==> src/rtl/pll_reset_seq_if.sv <==
// Signal bundle between the PLL reset sequencer and its consumers.
// The slave modport is the sequencer's view; the master modport drives lock and observes resets.
interface pll_reset_seq_if;
    logic       locked_i;
    logic       rst_early_o;
    logic       rst_late_o;
    logic       ready_o;
    logic [7:0] loss_cnt_o;
    logic       pll_rst_o;

    modport slave (
        input  locked_i,
        output rst_early_o,
        output rst_late_o,
        output ready_o,
        output loss_cnt_o,
        output pll_rst_o
    );

    modport master (
        output locked_i,
        input  rst_early_o,
        input  rst_late_o,
        input  ready_o,
        input  loss_cnt_o,
        input  pll_rst_o
    );
endinterface

==> src/rtl/pll_reset_seq.sv <==
// Sequences early then late system resets from a glitch-filtered PLL lock, on the reference clock.
// Define PLL_RESTART_EN to add lock-timeout PLL restart pulses on pll_rst_o.
module pll_reset_seq #(
    parameter int unsigned LOCK_CYCLES    = 1024,
    parameter int unsigned STAGE_CYCLES   = 256,
    parameter int unsigned DROP_CYCLES    = 4,
    parameter int unsigned TIMEOUT_CYCLES = 65536,
    parameter int unsigned RST_PULSE      = 16
) (
    input  logic           clk,
    input  logic           reset,
    pll_reset_seq_if.slave bus
);

    function automatic int unsigned max_u(input int unsigned a, input int unsigned b);
        return (a > b) ? a : b;
    endfunction

    localparam int unsigned MAX_BASE = max_u(max_u(LOCK_CYCLES, STAGE_CYCLES), DROP_CYCLES);
`ifdef PLL_RESTART_EN
    localparam int unsigned MAX_CNT  = max_u(MAX_BASE, max_u(TIMEOUT_CYCLES, RST_PULSE));
`else
    localparam int unsigned MAX_CNT  = MAX_BASE;
`endif
    localparam int unsigned CNT_W    = (MAX_CNT > 1) ? $clog2(MAX_CNT) : 1;

    localparam logic [CNT_W-1:0] LOCK_LAST  = CNT_W'(LOCK_CYCLES - 1);
    localparam logic [CNT_W-1:0] STAGE_LAST = CNT_W'(STAGE_CYCLES - 1);
    localparam logic [CNT_W-1:0] DROP_LAST  = CNT_W'(DROP_CYCLES - 1);
    localparam logic [CNT_W-1:0] CNT_ONE    = CNT_W'(1);

    typedef enum logic [1:0] {
        StWaitLock,
        StStable,
        StStage,
        StRun
    } state_e;

    state_e           r_state;
    logic             r_sync_meta;
    logic             r_locked_s;
    logic [CNT_W-1:0] r_cnt;
    logic [CNT_W-1:0] r_drop_cnt;
    logic             r_rst_early;
    logic             r_rst_late;
    logic             r_ready;
    logic [7:0]       r_loss_cnt;
    logic             w_loss;
    logic             w_hold;

    // Loss fires on the DROP_CYCLES-th consecutive unlocked cycle, not one cycle later.
    assign w_loss = !r_locked_s && (r_drop_cnt == DROP_LAST);

`ifdef PLL_RESTART_EN
    localparam logic [CNT_W-1:0] TMO_LAST   = CNT_W'(TIMEOUT_CYCLES - 1);
    localparam logic [CNT_W-1:0] PULSE_LAST = CNT_W'(RST_PULSE - 1);

    logic             r_pll_rst;
    logic [CNT_W-1:0] r_tmo;
    logic [CNT_W-1:0] r_pulse_cnt;
    logic             w_tmo_hit;
    logic             w_seeking;

    assign w_seeking = (r_state == StWaitLock) || (r_state == StStable);
    assign w_tmo_hit = !r_pll_rst && w_seeking && (r_tmo == TMO_LAST);
    assign w_hold    = r_pll_rst || w_tmo_hit;

    always_ff @(posedge clk or posedge reset) begin
        if (reset) begin
            r_pll_rst   <= 1'b0;
            r_tmo       <= '0;
            r_pulse_cnt <= '0;
        end else if (r_pll_rst) begin
            if (r_pulse_cnt == PULSE_LAST) begin
                r_pll_rst   <= 1'b0;
                r_pulse_cnt <= '0;
            end else begin
                r_pulse_cnt <= r_pulse_cnt + CNT_ONE;
            end
        end else if (w_tmo_hit) begin
            r_pll_rst <= 1'b1;
            r_tmo     <= '0;
        end else if (w_seeking) begin
            r_tmo <= r_tmo + CNT_ONE;
        end else begin
            r_tmo <= '0;
        end
    end

    assign bus.pll_rst_o = r_pll_rst;
`else
    assign w_hold        = 1'b0;
    assign bus.pll_rst_o = 1'b0;
`endif

    always_ff @(posedge clk or posedge reset) begin
        if (reset) begin
            r_sync_meta <= 1'b0;
            r_locked_s  <= 1'b0;
            r_state     <= StWaitLock;
            r_cnt       <= '0;
            r_drop_cnt  <= '0;
            r_rst_early <= 1'b1;
            r_rst_late  <= 1'b1;
            r_ready     <= 1'b0;
            r_loss_cnt  <= '0;
        end else begin
            r_sync_meta <= bus.locked_i;
            r_locked_s  <= r_sync_meta;
            if (w_hold) begin
                r_state <= StWaitLock;
                r_cnt   <= '0;
            end else begin
                unique case (r_state)
                    StWaitLock: begin
                        r_cnt <= '0;
                        if (r_locked_s) r_state <= StStable;
                    end
                    StStable: begin
                        if (!r_locked_s) begin
                            r_state <= StWaitLock;
                            r_cnt   <= '0;
                        end else if (r_cnt == LOCK_LAST) begin
                            r_state <= StStage;
                            r_cnt   <= '0;
                        end else begin
                            r_cnt <= r_cnt + CNT_ONE;
                        end
                    end
                    StStage, StRun: begin
                        if (w_loss) begin
                            r_state     <= StWaitLock;
                            r_cnt       <= '0;
                            r_drop_cnt  <= '0;
                            r_rst_early <= 1'b1;
                            r_rst_late  <= 1'b1;
                            r_ready     <= 1'b0;
                            if (r_loss_cnt != 8'hFF) r_loss_cnt <= r_loss_cnt + 8'd1;
                        end else begin
                            r_drop_cnt <= r_locked_s ? '0 : r_drop_cnt + CNT_ONE;
                            // Stage timing starts once the early reset has actually been released.
                            if (r_state == StStage) begin
                                if (r_rst_early) begin
                                    r_rst_early <= 1'b0;
                                end else if (r_cnt == STAGE_LAST) begin
                                    r_state    <= StRun;
                                    r_cnt      <= '0;
                                    r_rst_late <= 1'b0;
                                    r_ready    <= 1'b1;
                                end else begin
                                    r_cnt <= r_cnt + CNT_ONE;
                                end
                            end
                        end
                    end
                    default: r_state <= StWaitLock;
                endcase
            end
        end
    end

    assign bus.rst_early_o = r_rst_early;
    assign bus.rst_late_o  = r_rst_late;
    assign bus.ready_o     = r_ready;
    assign bus.loss_cnt_o  = r_loss_cnt;

endmodule

==> src/flat_wrapper.sv <==
// flat-port wrapper written by rule: the top's interface ports become plain ports
module pll_reset_seq_flat 
#(
    parameter int unsigned LOCK_CYCLES    = 1024,
    parameter int unsigned STAGE_CYCLES   = 256,
    parameter int unsigned DROP_CYCLES    = 4,
    parameter int unsigned TIMEOUT_CYCLES = 65536,
    parameter int unsigned RST_PULSE      = 16
)
  (clk, reset, bus_locked_i, bus_rst_early_o, bus_rst_late_o, bus_ready_o, bus_loss_cnt_o, bus_pll_rst_o);
  pll_reset_seq_if bus_i ();
  input  logic clk;
  input  logic reset;
  input wire logic [$bits(bus_i.locked_i)-1:0] bus_locked_i;
  output wire logic [$bits(bus_i.rst_early_o)-1:0] bus_rst_early_o;
  output wire logic [$bits(bus_i.rst_late_o)-1:0] bus_rst_late_o;
  output wire logic [$bits(bus_i.ready_o)-1:0] bus_ready_o;
  output wire logic [$bits(bus_i.loss_cnt_o)-1:0] bus_loss_cnt_o;
  output wire logic [$bits(bus_i.pll_rst_o)-1:0] bus_pll_rst_o;
  assign bus_i.locked_i = bus_locked_i;
  assign bus_rst_early_o = bus_i.rst_early_o;
  assign bus_rst_late_o = bus_i.rst_late_o;
  assign bus_ready_o = bus_i.ready_o;
  assign bus_loss_cnt_o = bus_i.loss_cnt_o;
  assign bus_pll_rst_o = bus_i.pll_rst_o;
  pll_reset_seq #(.LOCK_CYCLES(LOCK_CYCLES), .STAGE_CYCLES(STAGE_CYCLES), .DROP_CYCLES(DROP_CYCLES), .TIMEOUT_CYCLES(TIMEOUT_CYCLES), .RST_PULSE(RST_PULSE)) u_core (.clk(clk), .reset(reset), .bus(bus_i));
endmodule
==> config.mk <==
export PLATFORM = sky130hd
export DESIGN_NAME = pll_reset_seq_flat
export DESIGN_NICKNAME = d
export VERILOG_FILES = /design/src/rtl/pll_reset_seq_if.sv /design/src/rtl/pll_reset_seq.sv /design/src/flat_wrapper.sv
export SDC_FILE = /design/constraint.sdc
export NUM_CORES = 1
export LEC_CHECK = 0
export ABC_CLOCK_PERIOD_IN_PS = 1600
export BUFFER_PORTS_ARGS = -buffer_cell sky130_fd_sc_hd__buf_2
export CAP_MARGIN = 20
export CORE_ASPECT_RATIO = 1.1
export CORE_MARGIN = 2
export CORE_UTILIZATION = 53
export CTS_CLUSTER_DIAMETER = 30
export DETAILED_ROUTE_END_ITERATION = 10
export PLACE_DENSITY_LB_ADDON = 0.3
export SLEW_MARGIN = 20
export SYNTH_ARGS = -nofsm -noshare
export SYNTH_HDL_FRONTEND = slang
export SYNTH_SLANG_ARGS = --single-unit
==> constraint.sdc <==
create_clock -name clk -period 1.6 [get_ports clk]
set_input_delay 0.08 -clock clk [delete_from_list [all_inputs] [get_ports clk]]
set_output_delay 0.08 -clock clk [all_outputs]
set_load 0.1 [all_outputs]
* Yosys cells after proc, flatten, opt, wreduce, memory -nomap -nowiden
Cells that the tools add are included.
** Storage, ports and cells
- Memories kept :: 0
- Register bits :: 35
- Bits in writable memories :: 0
- Input port bits :: 3
- Memory bits (read-only) :: 0
- Bits in latches :: 0
** Operators by class
- $add $sub $neg :: 3
- Shifts and indexed selects :: 0
- Bitwise logic cells :: 0
- Equality and inequality tests :: 13
- Div/mod/pow operators :: 0
- Reduce and logical (&&, ||, !) cells :: 11
- Multiplexer cells :: 27
- Multipliers :: 0
- Magnitude comparators :: 0
** Operators by type and width (count)
- 10-bit 2-to-1 mux :: 8
- 10-bit case mux with 3 select lines :: 1
- 10-bit by 1-bit adder with 10-bit output (second input constant) :: 2
- 2-bit 2-to-1 mux :: 7
- 10-bit equality test (second input constant) :: 1
- 10-bit by 2-bit equality test with 1-bit output (second input constant) :: 1
- 10-bit by 8-bit equality test with 1-bit output (second input constant) :: 1
- 1-bit 2-to-1 mux :: 10
- 8-bit by 1-bit adder with 8-bit output (second input constant) :: 1
- 8-bit inequality test (second input constant) :: 1
- 3-bit by 1-bit inequality test with 1-bit output (second input constant) :: 2
- 3-bit inequality test (second input constant) :: 2
- 2-bit case mux with 3 select lines :: 1
- 5-bit AND reduction :: 1
- 2-bit equality test (second input constant) :: 2
- 2-bit AND reduction :: 2
- 4-bit AND reduction :: 1
- 2-bit nonzero test :: 2
- 3-bit AND reduction :: 1
- 2-bit by 1-bit equality test with 1-bit output (second input constant) :: 1
- 2-bit logical NOT :: 1
- 2-bit by 1-bit inequality test with 1-bit output (second input constant) :: 1
- 2-bit inequality test (second input constant) :: 1
- 2-bit OR reduction :: 1
- 2 further kinds :: 2

* Depth between registers and ports, before layout
- Depth after elaboration :: 6
- Mapped depth :: 8
- Mapped depth without buffers :: 6

* Worst setup path before layout
OpenSTA, ideal clock, no wires.
- Path kind :: flip-flop to flip-flop
- Start :: register u_core.r_loss_cnt[3] (netlist: u_core.bus.loss_cnt_o[3])
- End :: register u_core.r_loss_cnt[1] (netlist: u_core.bus.loss_cnt_o[1])
- Buffers on the path :: 0
- Stages on the path, launching flop included :: 5
- Path slack :: -425 ps
- Data arrival time :: 1900 ps
- Path through :: dfrtp_1 nand3_1 nor2_1 a41oi_4 mux2_2
** On the way
- Longest elaborated chain between the ends :: 2
** Ends and longest elaborated chain
- start: declaration :: RTL line pll_reset_seq.sv:47 : logic [7:0] r_loss_cnt;
- start signal: assignment :: RTL line pll_reset_seq.sv:138 : if (r_loss_cnt != 8'hFF) r_loss_cnt <= r_loss_cnt + 8'd1;
- 8-bit inequality test :: RTL line pll_reset_seq.sv:138
- 3-bit AND reduction (no line)
Every way passes these cells.
A chain may end at the register's enable or synchronous reset.

* Final worst setup path
- Start :: register u_core.r_drop_cnt[3]
- End :: register u_core.r_loss_cnt[4] (netlist: u_core.bus.loss_cnt_o[4])
** On the way
- Longest elaborated chain between the ends :: 3
** Ends and longest elaborated chain
- start: declaration :: RTL line pll_reset_seq.sv:43 : logic [CNT_W-1:0] r_drop_cnt;
- start signal: assignment :: RTL line pll_reset_seq.sv:140 : r_drop_cnt <= r_locked_s ? '0 : r_drop_cnt + CNT_ONE;
- 10-bit by 2-bit equality test with 1-bit output :: RTL line pll_reset_seq.sv:52 : assign w_loss = !r_locked_s && (r_drop_cnt == DROP_LAST);
- 1-bit logical AND :: RTL line pll_reset_seq.sv:52
- 3-bit AND reduction (no line)
Every way passes these cells.

==> flow_metrics.env <==
export IMPL_place_area_mm2=0.00225
export IMPL_die_area_mm2=0.00396
export IMPL_netlist_top_cells_count="dfrtp_1, nand2_1, nand3_1"
export IMPL_drtIter0Drc=134
export IMPL_yosysWarningCount=0
export IMPL_path_class="reg2reg"
export IMPL_timing_critical_path_to_type="flop"
export IMPL_overflow=0
export IMPL_antenna_found_initial=0
export IMPL_clk_latency_ns=0.37
export IMPL_grt_start_max_net_pins=24
export IMPL_routed_wl_um=5160
export IMPL_grt_first_pass_wirelength_um=7730
export IMPL_layout_nets=258
export IMPL_power_density_mw_per_mm2=1550
export IMPL_cts_buffers=5
export IMPL_dp_hpwl_um=2970
export IMPL_min_period_ns=1.90
export IMPL_io_buffers=13
export IMPL_avgSynthCellArea_um2=9.90
export IMPL_reg2reg_slack_ns=-0.30
export IMPL_drive_above_1_share=0.478
export IMPL_start_util=0.553
export IMPL_via_per_inst=5.80
export IMPL_status="complete, but fails checks"
export IMPL_finClkSkew_ns=0.0143
export IMPL_place_congestion=0.846
export IMPL_io_pins=15
export IMPL_cpMaxStageDelayCell="dfrtp_1"
export IMPL_htree_levels=2
export IMPL_slew_headroom=0.640
export IMPL_fin_area_mm2=0.00265
export IMPL_grt_pass1_vias=1653
export IMPL_coreArea_mm2=0.00333
export IMPL_ys_flop_type="dfrtp_1"
export IMPL_synth_cells=186
export IMPL_cts_sink_count=35
export IMPL_hold_violations=0
export IMPL_required_ns=1.86
export IMPL_fin_crit_sh=1.19
export IMPL_tightest_slew_ns=0.540
export IMPL_cts_root_buf="clkbuf_4"
export IMPL_cp_arrival_ns=2.16
export IMPL_yosys_top_cells_area="dfrtp_1, nand2_1, nand3_1"
export IMPL_crit_path_start_kind="flop"
export IMPL_max_freq_ghz=0.526
export IMPL_rsz0062_at_grt="true"
export IMPL_cts_tree="done"
export IMPL_row_count=22
export IMPL_diodes=0
export IMPL_cp_num_buf_inv=1
export IMPL_cp_slowest_stage_delay_ns=0.45
export IMPL_synthToLayoutAreaGrowth_pct=43.7
export IMPL_drc=0
export IMPL_synth_distinct_cells=47
export IMPL_first_pass_iters=4
export IMPL_ant_nets=0
export IMPL_fillCellCount=194
export IMPL_ys_ff_latch=35
export IMPL_seq_area_frac_synth=0.477
export IMPL_cp_max_fo=6
export IMPL_synth_top_area_frac=0.448
export IMPL_yosysMostFrequentCell="dfrtp_1"
export IMPL_syn_area_mm2=0.00184
export IMPL_hp_class="in2async"
export IMPL_crit_chain="nor4_4 -> nand4_4 -> a41oi_4 -> buf_4 -> nand4_1 -> xnor2_1"
export IMPL_vdd_ir_drop_max_mv=0.790
export IMPL_clk_pin_slew_ns=0.12
export IMPL_total_power_w=0.00410
export IMPL_die_w_um=60.2
export IMPL_die_y_um=65.8
export IMPL_clk_path_buf_depth=2
export IMPL_setup_ws_ns=-0.301
export IMPL_grt_total_usage=0.265
export IMPL_vias=1746
export IMPL_synth_fp_nets=192
export IMPL_crit_family="simple AND/OR/NAND/NOR gates"
export IMPL_synth_area_leader_cell="dfrtp_1"
export IMPL_violations="setup timing"
export IMPL_setup_viol=29
export IMPL_finalMaxSlewViolations=0
export IMPL_synth_edf_count=0
export IMPL_async_flop_share=1.00
export IMPL_leakagePower_nw=1.21
export IMPL_cap_violations=0
export IMPL_wl_per_cell_um=17.1
-- logic make-up after synthesis --
logic type,Yosys count,share of synthesized area
compound gates,37,0.156
xor+xnor,8,0.0380
fa+ha+maj,3,0.0204
buf+inv,15,0.0503
flops,35,0.477
mux,3,0.0177
other cells,1,0.00204
simple gates,84,0.238
-- area by class of cell --
type,count,area [um^2],area share
Multi-Input combinational cell,136,1070,0.405
Sequential cell,35,891,0.337
Timing Repair Buffer,66,507,0.191
Tap cell,48,60.1,0.0227
Clock buffer,6,51.3,0.0194
Clock inverter,2,35.0,0.0132
Inverter,8,30.0,0.0113
-- worst paths after layout --
kind	from	endpoint	depth (start not counted)
worst max-delay path	u_core.r_drop_cnt[3]	u_core.bus.loss_cnt_o[4]	6
worst min-delay path	reset	u_core.r_drop_cnt[8]	3
worst max register to register	u_core.r_drop_cnt[3]	u_core.bus.loss_cnt_o[4]	6
worst min register to register	u_core.r_sync_meta	u_core.r_locked_s	0
max in group asynchronous	reset	u_core.bus.rst_late_o	4
min in group clk	bus_locked_i	u_core.r_sync_meta	2
-- through the flow --
step                      setup WS, ns   util  setup TNS [ns]  hold WS [ns]  cells
after floorplan                 -0.198      -           -1.18         0.111    186
after global placement          -0.168  0.675           -2.27         0.140    281
after detailed placement        -0.204  0.675           -3.29         0.142    281
after CTS                       -0.163  0.760           -2.41         0.317    296
after global routing            -0.392  0.795           -7.40         0.342    301
final                           -0.301  0.795           -5.34         0.275    301
-- sequential cells by signal (all words and copies together) (netlist names) --
register,flops
u_core.r_cnt,10
u_core.r_drop_cnt,10
u_core.bus.loss_cnt_o,8
u_core.r_state,2
u_core.bus.ready_o,1
u_core.bus.rst_early_o,1
u_core.bus.rst_late_o,1
u_core.r_locked_s,1
u_core.r_sync_meta,1
-- per-layer routing --
| metal | global-route usage | part of all wire | vias up | wire length [um] |
|---|---|---|---|---|
| li1 | - | - | 807 | - |
| met1 | 0.339 | 0.43 | 858 | 2190 |
| met2 | 0.435 | 0.49 | 67 | 2540 |
| met3 | 0.0607 | 0.063 | 14 | 326 |
| met4 | 0.0917 | 0.019 | 0 | 100 |
| met5 | 0 | 0 | - | 0 |
-- power breakdown --
group          switching, W  leakage, nW  internal (W)
logic               0.00132        0.714      0.000892
registers          0.000128        0.450       0.00106
clock network      0.000333       0.0482      0.000369
total               0.00178         1.21       0.00232
-- layout by cell type (no fill, tap or decap), types with 2 or more instances in the layout --
| master | Yosys | layout |
|---|---|---|
| a21oi_1 | 6 | 5 |
| a21oi_2 | 1 | 2 |
| a22o_1 | 3 | 3 |
| a31oi_1 | 8 | 6 |
| and3_1 | 3 | 3 |
| buf_2 | 1 | 13 |
| buf_4 | 1 | 43 |
| buf_6 | 4 | 7 |
| clkbuf_4 | 0 | 5 |
| dfrtp_1 | 33 | 25 |
| dfrtp_2 | 0 | 7 |
| dfstp_2 | 2 | 2 |
| dlygate4sd3_1 | 0 | 2 |
| ha_1 | 3 | 2 |
| inv_1 | 8 | 8 |
| mux2_4 | 0 | 2 |
| nand2_1 | 25 | 22 |
| nand2_2 | 0 | 3 |
| nand2b_1 | 2 | 2 |
| nand3_1 | 13 | 10 |
| nand3_2 | 2 | 4 |
| nand4_1 | 7 | 7 |
| nor2_1 | 12 | 11 |
| nor2_2 | 3 | 2 |
| nor2_4 | 0 | 2 |
| nor3_1 | 6 | 5 |
| nor4_4 | 0 | 2 |
| o21ai_0 | 5 | 2 |
| o21ai_1 | 0 | 2 |
| o22ai_2 | 0 | 2 |
| o311ai_4 | 0 | 2 |
| or2_4 | 0 | 2 |
| xnor2_1 | 6 | 6 |
| xor2_1 | 2 | 2 |
-- worst register-to-register path, delay by kind of cell, from the launching register on --
family / cells / cell delay, ns
flops: 1 / 0.45
simple gates: 3 / 0.74
compound gates: 1 / 0.28
xor+xnor: 1 / 0.16
buf+inv: 1 / 0.17
-- timing repair --
| item | in CTS | in global routing |
|---|---|---|
| gates resized for setup | 33 | 14 |
| buffers inserted | 5 | 5 |
| hold buffers | 2 | 0 |
| endpoints found under the setup margin | 29 | 29 |
| hold endpoints to repair | 13 | 0 |
| pin swaps | 15 | 17 |
(Power assumes the default switching activity.)
